$ cat config.mk
export PLATFORM = sky130hd
export DESIGN_NAME = uart_tx_serializer
export DESIGN_NICKNAME = d
export VERILOG_FILES = /design/src/rtl/uart_pkg.sv /design/src/rtl/uart_baud_gen.sv /design/src/rtl/uart_tx_serializer.sv
export SDC_FILE = /design/constraint.sdc
export NUM_CORES = 1
export LEC_CHECK = 0
export ABC_AREA = 1
export CORE_UTILIZATION = 55
export DETAILED_ROUTE_END_ITERATION = 12
export PLACE_DENSITY = 0.81
export SYNTH_ARGS = -nofsm -noshare
export SYNTH_HDL_FRONTEND = slang
export SYNTH_SLANG_ARGS = --single-unit
$ cat constraint.sdc
create_clock -name clk -period 5.7 [get_ports clk]
set_clock_uncertainty 0.2 [all_clocks]
set_input_delay 1.14 -clock clk [delete_from_list [all_inputs] [get_ports clk]]
set_output_delay 1.14 -clock clk [all_outputs]
set_load 0.02 [all_outputs]
$ cat src/rtl/uart_pkg.sv
// rtl/uart_pkg.sv - shared types and constants for the UART transmitter
package uart_pkg;

   typedef enum logic [2:0] {
      IDLE,
      START,
      DATA,
      PARITY,
      STOP
   } tx_state_t;

   localparam int PAR_NONE       = 0;
   localparam int PAR_EVEN       = 1;
   localparam int PAR_ODD        = 2;
   localparam int UART_DATA_BITS = 8;
   localparam int BIT_IDX_W      = $clog2(UART_DATA_BITS);

   // Even parity makes the total count of ones even; odd inverts that.
   function automatic logic parity_bit(input logic [UART_DATA_BITS-1:0] data,
                                       input int mode);
      return (^data) ^ (mode == PAR_ODD);
   endfunction

endpackage

$ cat src/rtl/uart_baud_gen.sv
// rtl/uart_baud_gen.sv - bit-period counter with last-cycle tick
module uart_baud_gen #(
   parameter int CLKS_PER_BIT = 434,
   parameter int CNT_WIDTH    = $clog2(CLKS_PER_BIT)
) (
   input  logic clk,
   input  logic rst_n,
   input  logic clr,
   output logic bit_tick
);

   logic [CNT_WIDTH-1:0] cnt_q;
   logic [CNT_WIDTH-1:0] cnt_d;

   assign bit_tick = (cnt_q == CNT_WIDTH'(CLKS_PER_BIT - 1));

   always_comb begin
      cnt_d = cnt_q + 1'b1;
      if (clr || bit_tick) begin
         cnt_d = '0;
      end
   end

   always_ff @(posedge clk or negedge rst_n) begin
      if (!rst_n) begin
         cnt_q <= '0;
      end else begin
         cnt_q <= cnt_d;
      end
   end

endmodule

$ cat src/rtl/uart_tx_serializer.sv
// rtl/uart_tx_serializer.sv - byte-wide UART transmitter with busy/done handshake
module uart_tx_serializer #(
   parameter int CLKS_PER_BIT = 434,
   parameter int PARITY       = 0,
   parameter int CNT_WIDTH    = $clog2(CLKS_PER_BIT)
) (
   input  logic       clk,
   input  logic       rst,
   input  logic [7:0] uart_dat_i,
   input  logic       uart_wr_i,
   output logic       o_Tx_Serial,
   output logic       uart_busy,
   output logic       o_Tx_Done
);

   import uart_pkg::*;

   tx_state_t                    state_q, state_d;
   logic [UART_DATA_BITS-1:0]    shift_q, shift_d;
   logic [BIT_IDX_W-1:0]         bit_idx_q, bit_idx_d;
   logic                         tx_q, tx_d;
   logic                         busy_q, busy_d;
   logic                         done_q, done_d;
   logic                         bit_tick;
   logic                         accept;

   assign accept = (state_q == IDLE) && uart_wr_i;

   uart_baud_gen #(
      .CLKS_PER_BIT (CLKS_PER_BIT),
      .CNT_WIDTH    (CNT_WIDTH)
   ) u_baud (
      .clk      (clk),
      .rst_n    (rst),
      .clr      (state_q == IDLE),
      .bit_tick (bit_tick)
   );

   always_ff @(posedge clk or negedge rst) begin
      if (!rst) begin
         state_q   <= IDLE;
         shift_q   <= '0;
         bit_idx_q <= '0;
      end else begin
         state_q   <= state_d;
         shift_q   <= shift_d;
         bit_idx_q <= bit_idx_d;
      end
   end

   always_comb begin
      state_d   = state_q;
      shift_d   = shift_q;
      bit_idx_d = bit_idx_q;
      case (state_q)
         IDLE: begin
            if (uart_wr_i) begin
               shift_d = uart_dat_i;
               state_d = START;
            end
         end
         START: begin
            if (bit_tick) begin
               bit_idx_d = '0;
               state_d   = DATA;
            end
         end
         DATA: begin
            if (bit_tick) begin
               if (bit_idx_q == BIT_IDX_W'(UART_DATA_BITS - 1)) begin
                  state_d = (PARITY != PAR_NONE) ? uart_pkg::PARITY : STOP;
               end else begin
                  bit_idx_d = bit_idx_q + 1'b1;
               end
            end
         end
         uart_pkg::PARITY: begin
            if (bit_tick) begin
               state_d = STOP;
            end
         end
         STOP: begin
            if (bit_tick) begin
               state_d = IDLE;
            end
         end
         default: state_d = IDLE;
      endcase
   end

   // Outputs are decoded from the next state so the registered line tracks state_q exactly.
   always_comb begin
      tx_d   = 1'b1;
      busy_d = (state_d != IDLE);
      done_d = done_q;
      case (state_d)
         START:            tx_d = 1'b0;
         DATA:             tx_d = shift_d[bit_idx_d];
         uart_pkg::PARITY: tx_d = parity_bit(shift_d, PARITY);
         default:          tx_d = 1'b1;
      endcase
      if (accept) begin
         done_d = 1'b0;
      end else if ((state_q == STOP) && bit_tick) begin
         done_d = 1'b1;
      end
   end

   always_ff @(posedge clk or negedge rst) begin
      if (!rst) begin
         tx_q   <= 1'b1;
         busy_q <= 1'b0;
         done_q <= 1'b0;
      end else begin
         tx_q   <= tx_d;
         busy_q <= busy_d;
         done_q <= done_d;
      end
   end

   assign o_Tx_Serial = tx_q;
   assign uart_busy   = busy_q;
   assign o_Tx_Done   = done_q;

endmodule

==> results.ini <==
[clock_network]
cts_root_buf=clkbuf_4
path_clk_slew_ns=0.14
clk_path_buf_depth=2
cts.repair_timing.setup_buffer_count=0
cts_tree=built
cts_repair_resize_count=0
cts_buffers=3
ctsHtreeMaxLevel=1
clock_insertion_delay_worst_skew_ns=0.32
cts.hold.buffers_added=0
clock_sink_count=26

[routing]
via_count=1287
met1_length_um=1390
avgViaCountPerCell=5.09
wl_per_cell_um=11.5
drtIter0Drc=15
length_of_routed_met3_wiring_um=91
met2_wirelength_um=1410
routed_wl_um=2910
postRouteAntennaNets=0
remaining_drcs=0
maxUsedRoutingLayer=met4
drt_first_pass_iters=4

[yosys]
synth_edf_count=0
yosys.area_share.xor_xnor=0
synth-compound-area-share=0.0856
yosys.area_share.simple=0.346
synthMuxAreaShare=0
post_synth.cell_area_avg_um2=7.38
main_combinational_cell_family_by_area_after_synthesis=simple AND/OR/NAND/NOR gates
synth_async_sr_flop_share=1.00
register_bit_count_reported_by_yosys=26
synth.top_cell.area_share=0.407
syn_nets=222
yosysTopAreaCell=dfrtp_1
synth-adder-area-share=0.0244
yosys_warn_count=0
synth.cells.most_frequent=nand2_1 (56), inv_1 (37), dfrtp_1 (25)
yosys-top-cells-area=dfrtp_1 (41%), nand2_1 (14%), inv_1 (9.0%)
post_synthesis_cell_type_count=24
synth.yosys.seq_area_share=0.425
ys.flop_type=dfrtp_1
synthesis.instances=208
synth.cell_area_um2=1540
synthMostInstantiatedCell=nand2_1

[setup_path]
worst_path_max_delay_cell=clkdlybuf4s50_1
source_of_the_worst_register_to_register_timing_path=u_baud.cnt_q[1]
setup.reg_to_reg.worst_slack_ns=3.05
timing.critical_path.fanout_max=1
critical_path.n_buffers_inverters=1
endpoint_kind=primary output
worst_setup_startpoint=o_Tx_Serial
slowest_delay_ns=0.60
r2r_end=o_Tx_Serial
worst-r2r-cell-count=13
cp.arrival_ns=1.46
crit_type=flop to primary output
worstPathCellList=clkdlybuf4s50_1
start_kind=flop
crit_required_ns=4.36
critical_path.top_delay_family=buffers and inverters

[flow_run]
max_cap_violations=0

[global_route]
groute.usage.overall=0.230
overflow=0
antenna_found_initial=0
first_global_vias=1165
first_pass_grt_wire_length_um=4860
grt_max_degree=27

[finish]
area.sequential_um2=652
multi_input_area_um2=699
areaGrowthSynthToFinish_pct=12.9
finish.net_count=238
fillers=216
final-instance-count-excl-fill=253
antenna_cells=0
drive_above_1_share=0.126
post-route-util=0.675

[placement]
dp_hpwl_um=2210
placed_cells_incl_taps=249
gp_congestion=0.926
dp_worst_setup_slack_ns=2.64
placement.io_buffers=13

[floorplan]
die_area_um2=3010
start_util=0.598
die_h_um=54.8
placement_rows=18
die_w_um=54.8
design.core.area_um2=2570
boundary_pins=14

[hold_path]
whs_endpoint=u_baud.cnt_q[0]
hold_depth=1
worstHoldPathType=flop to flop
hold_path_startpoint=u_baud.cnt_q[0]

[sta]
whs_ns=0.307
final.min_clock_period_ns=2.80
final_min_period_over_clock_period=0.491
maxSlewViolCount=0
setup_violations=0
max_clock_freq_mhz=357
final-hold-violation-count=0
rsz_0062_raised_after_global_routing=no
totalNegativeSetupSlack_ns=0
post-route-worst-setup-slack_ns=2.90
max_slew_margin=0.272
worst_slew_pin_slew_ns=1.09

[pwr]
irDropWorstVdd_mv=0.264
p_per_area_nw_per_um2=326
power.static_leakage_uw=0.000924

[outcome]
outcome=finished clean

==> state kept, by name, indices dropped and copies added, names as in the netlist <==
signal / count
bit_idx_q: 3
state_q: 3
uart_busy: 1
o_Tx_Serial: 1
o_Tx_Done: 1
shift_q: 8
u_baud.cnt_q: 9
==> report_power, final <==
part | switching (µW) | internal (µW) | total (µW)
Sequential | 22.7 | 222 | 245
Combinational | 118 | 75.8 | 194
Clock | 55.4 | 71.1 | 126
Total | 196 | 369 | 565
==> how the worst max path moves through the flow <==
stage	end	slack, ns	cells past startpoint
final	o_Tx_Serial	2.90	1
after global routing	o_Tx_Serial	2.79	12
after CTS	o_Tx_Serial	2.89	1
after detailed placement	o_Tx_Serial	2.64	12
after global placement	o_Tx_Serial	2.71	12
after floorplan	o_Tx_Serial	3.38	12
==> per-stage QoR <==
step / power [µW] / area, µm²
6_report: 565 / 1730
3_5_place_dp: 442 / 1680
5_1_grt: 617 / 1730
3_3_place_gp: 430 / 1680
2_1_floorplan: 398 / 1540
4_1_cts: 569 / 1730
==> placed cells by master (no fill, tap or decap) <==
| master | synthesis | final |
|---|---|---|
| nor3_1 | 5 | 5 |
| nand3_4 | 1 | 1 |
| a21oi_1 | 5 | 5 |
| nand4_1 | 2 | 2 |
| o21ai_2 | 6 | 6 |
| nand2_2 | 8 | 8 |
| nor2_4 | 1 | 1 |
| inv_1 | 37 | 37 |
| o21ai_4 | 1 | 1 |
| o21a_1 | 1 | 1 |
| nor3b_1 | 3 | 3 |
| dfstp_2 | 1 | 1 |
| nand3_1 | 23 | 23 |
| and3_1 | 1 | 1 |
| ha_1 | 3 | 3 |
| clkbuf_4 | 0 | 3 |
| dfrtp_1 | 25 | 25 |
| nand2_1 | 56 | 56 |
| a32o_1 | 1 | 1 |
| bufinv_16 | 0 | 1 |
| nor2_1 | 16 | 16 |
| clkdlybuf4s50_1 | 0 | 13 |
| o21ai_1 | 1 | 1 |
| inv_2 | 6 | 6 |
| o21ai_0 | 3 | 3 |
==> metal layers <==
layer,vias up,track usage
met4,0,0.0769
li1,676,-
met5,-,0
met1,587,0.301
met3,2,0.0278
met2,22,0.388
==> worst reg2reg max path, cell delays in order (launching register included) <==
cell	delay, ns
dfrtp_1	0.43
inv_1	0.08
ha_1	0.16
nand2_1	0.06
inv_1	0.05
nand2_1	0.04
nor2_1	0.52
nand3_1	0.37
nand2_1	0.29
nand2_1	0.09
nand3_1	0.08
nand3_1	0.08
nand3_1	0.07
nand3_1	0.06
==> logic make-up after synthesis <==
| kind of cell | after synthesis |
|---|---|
| AOI/OAI and AO/OA | 18 |
| adders and majority gates | 3 |
| buffers and inverters | 45 |
| DFF | 26 |
| and+or+nand+nor | 116 |
==> cell type report <==
cell class	instances	share of cell area
timing repair buffer	13	0.0751
clock buffer	3	0.0130
sequential	26	0.376
multi-input combinational	137	0.404
tap	30	0.0217
clock inverter	1	0.0173
inverter	43	0.0931
No activity file was read; power rests on OpenSTA's default activity.
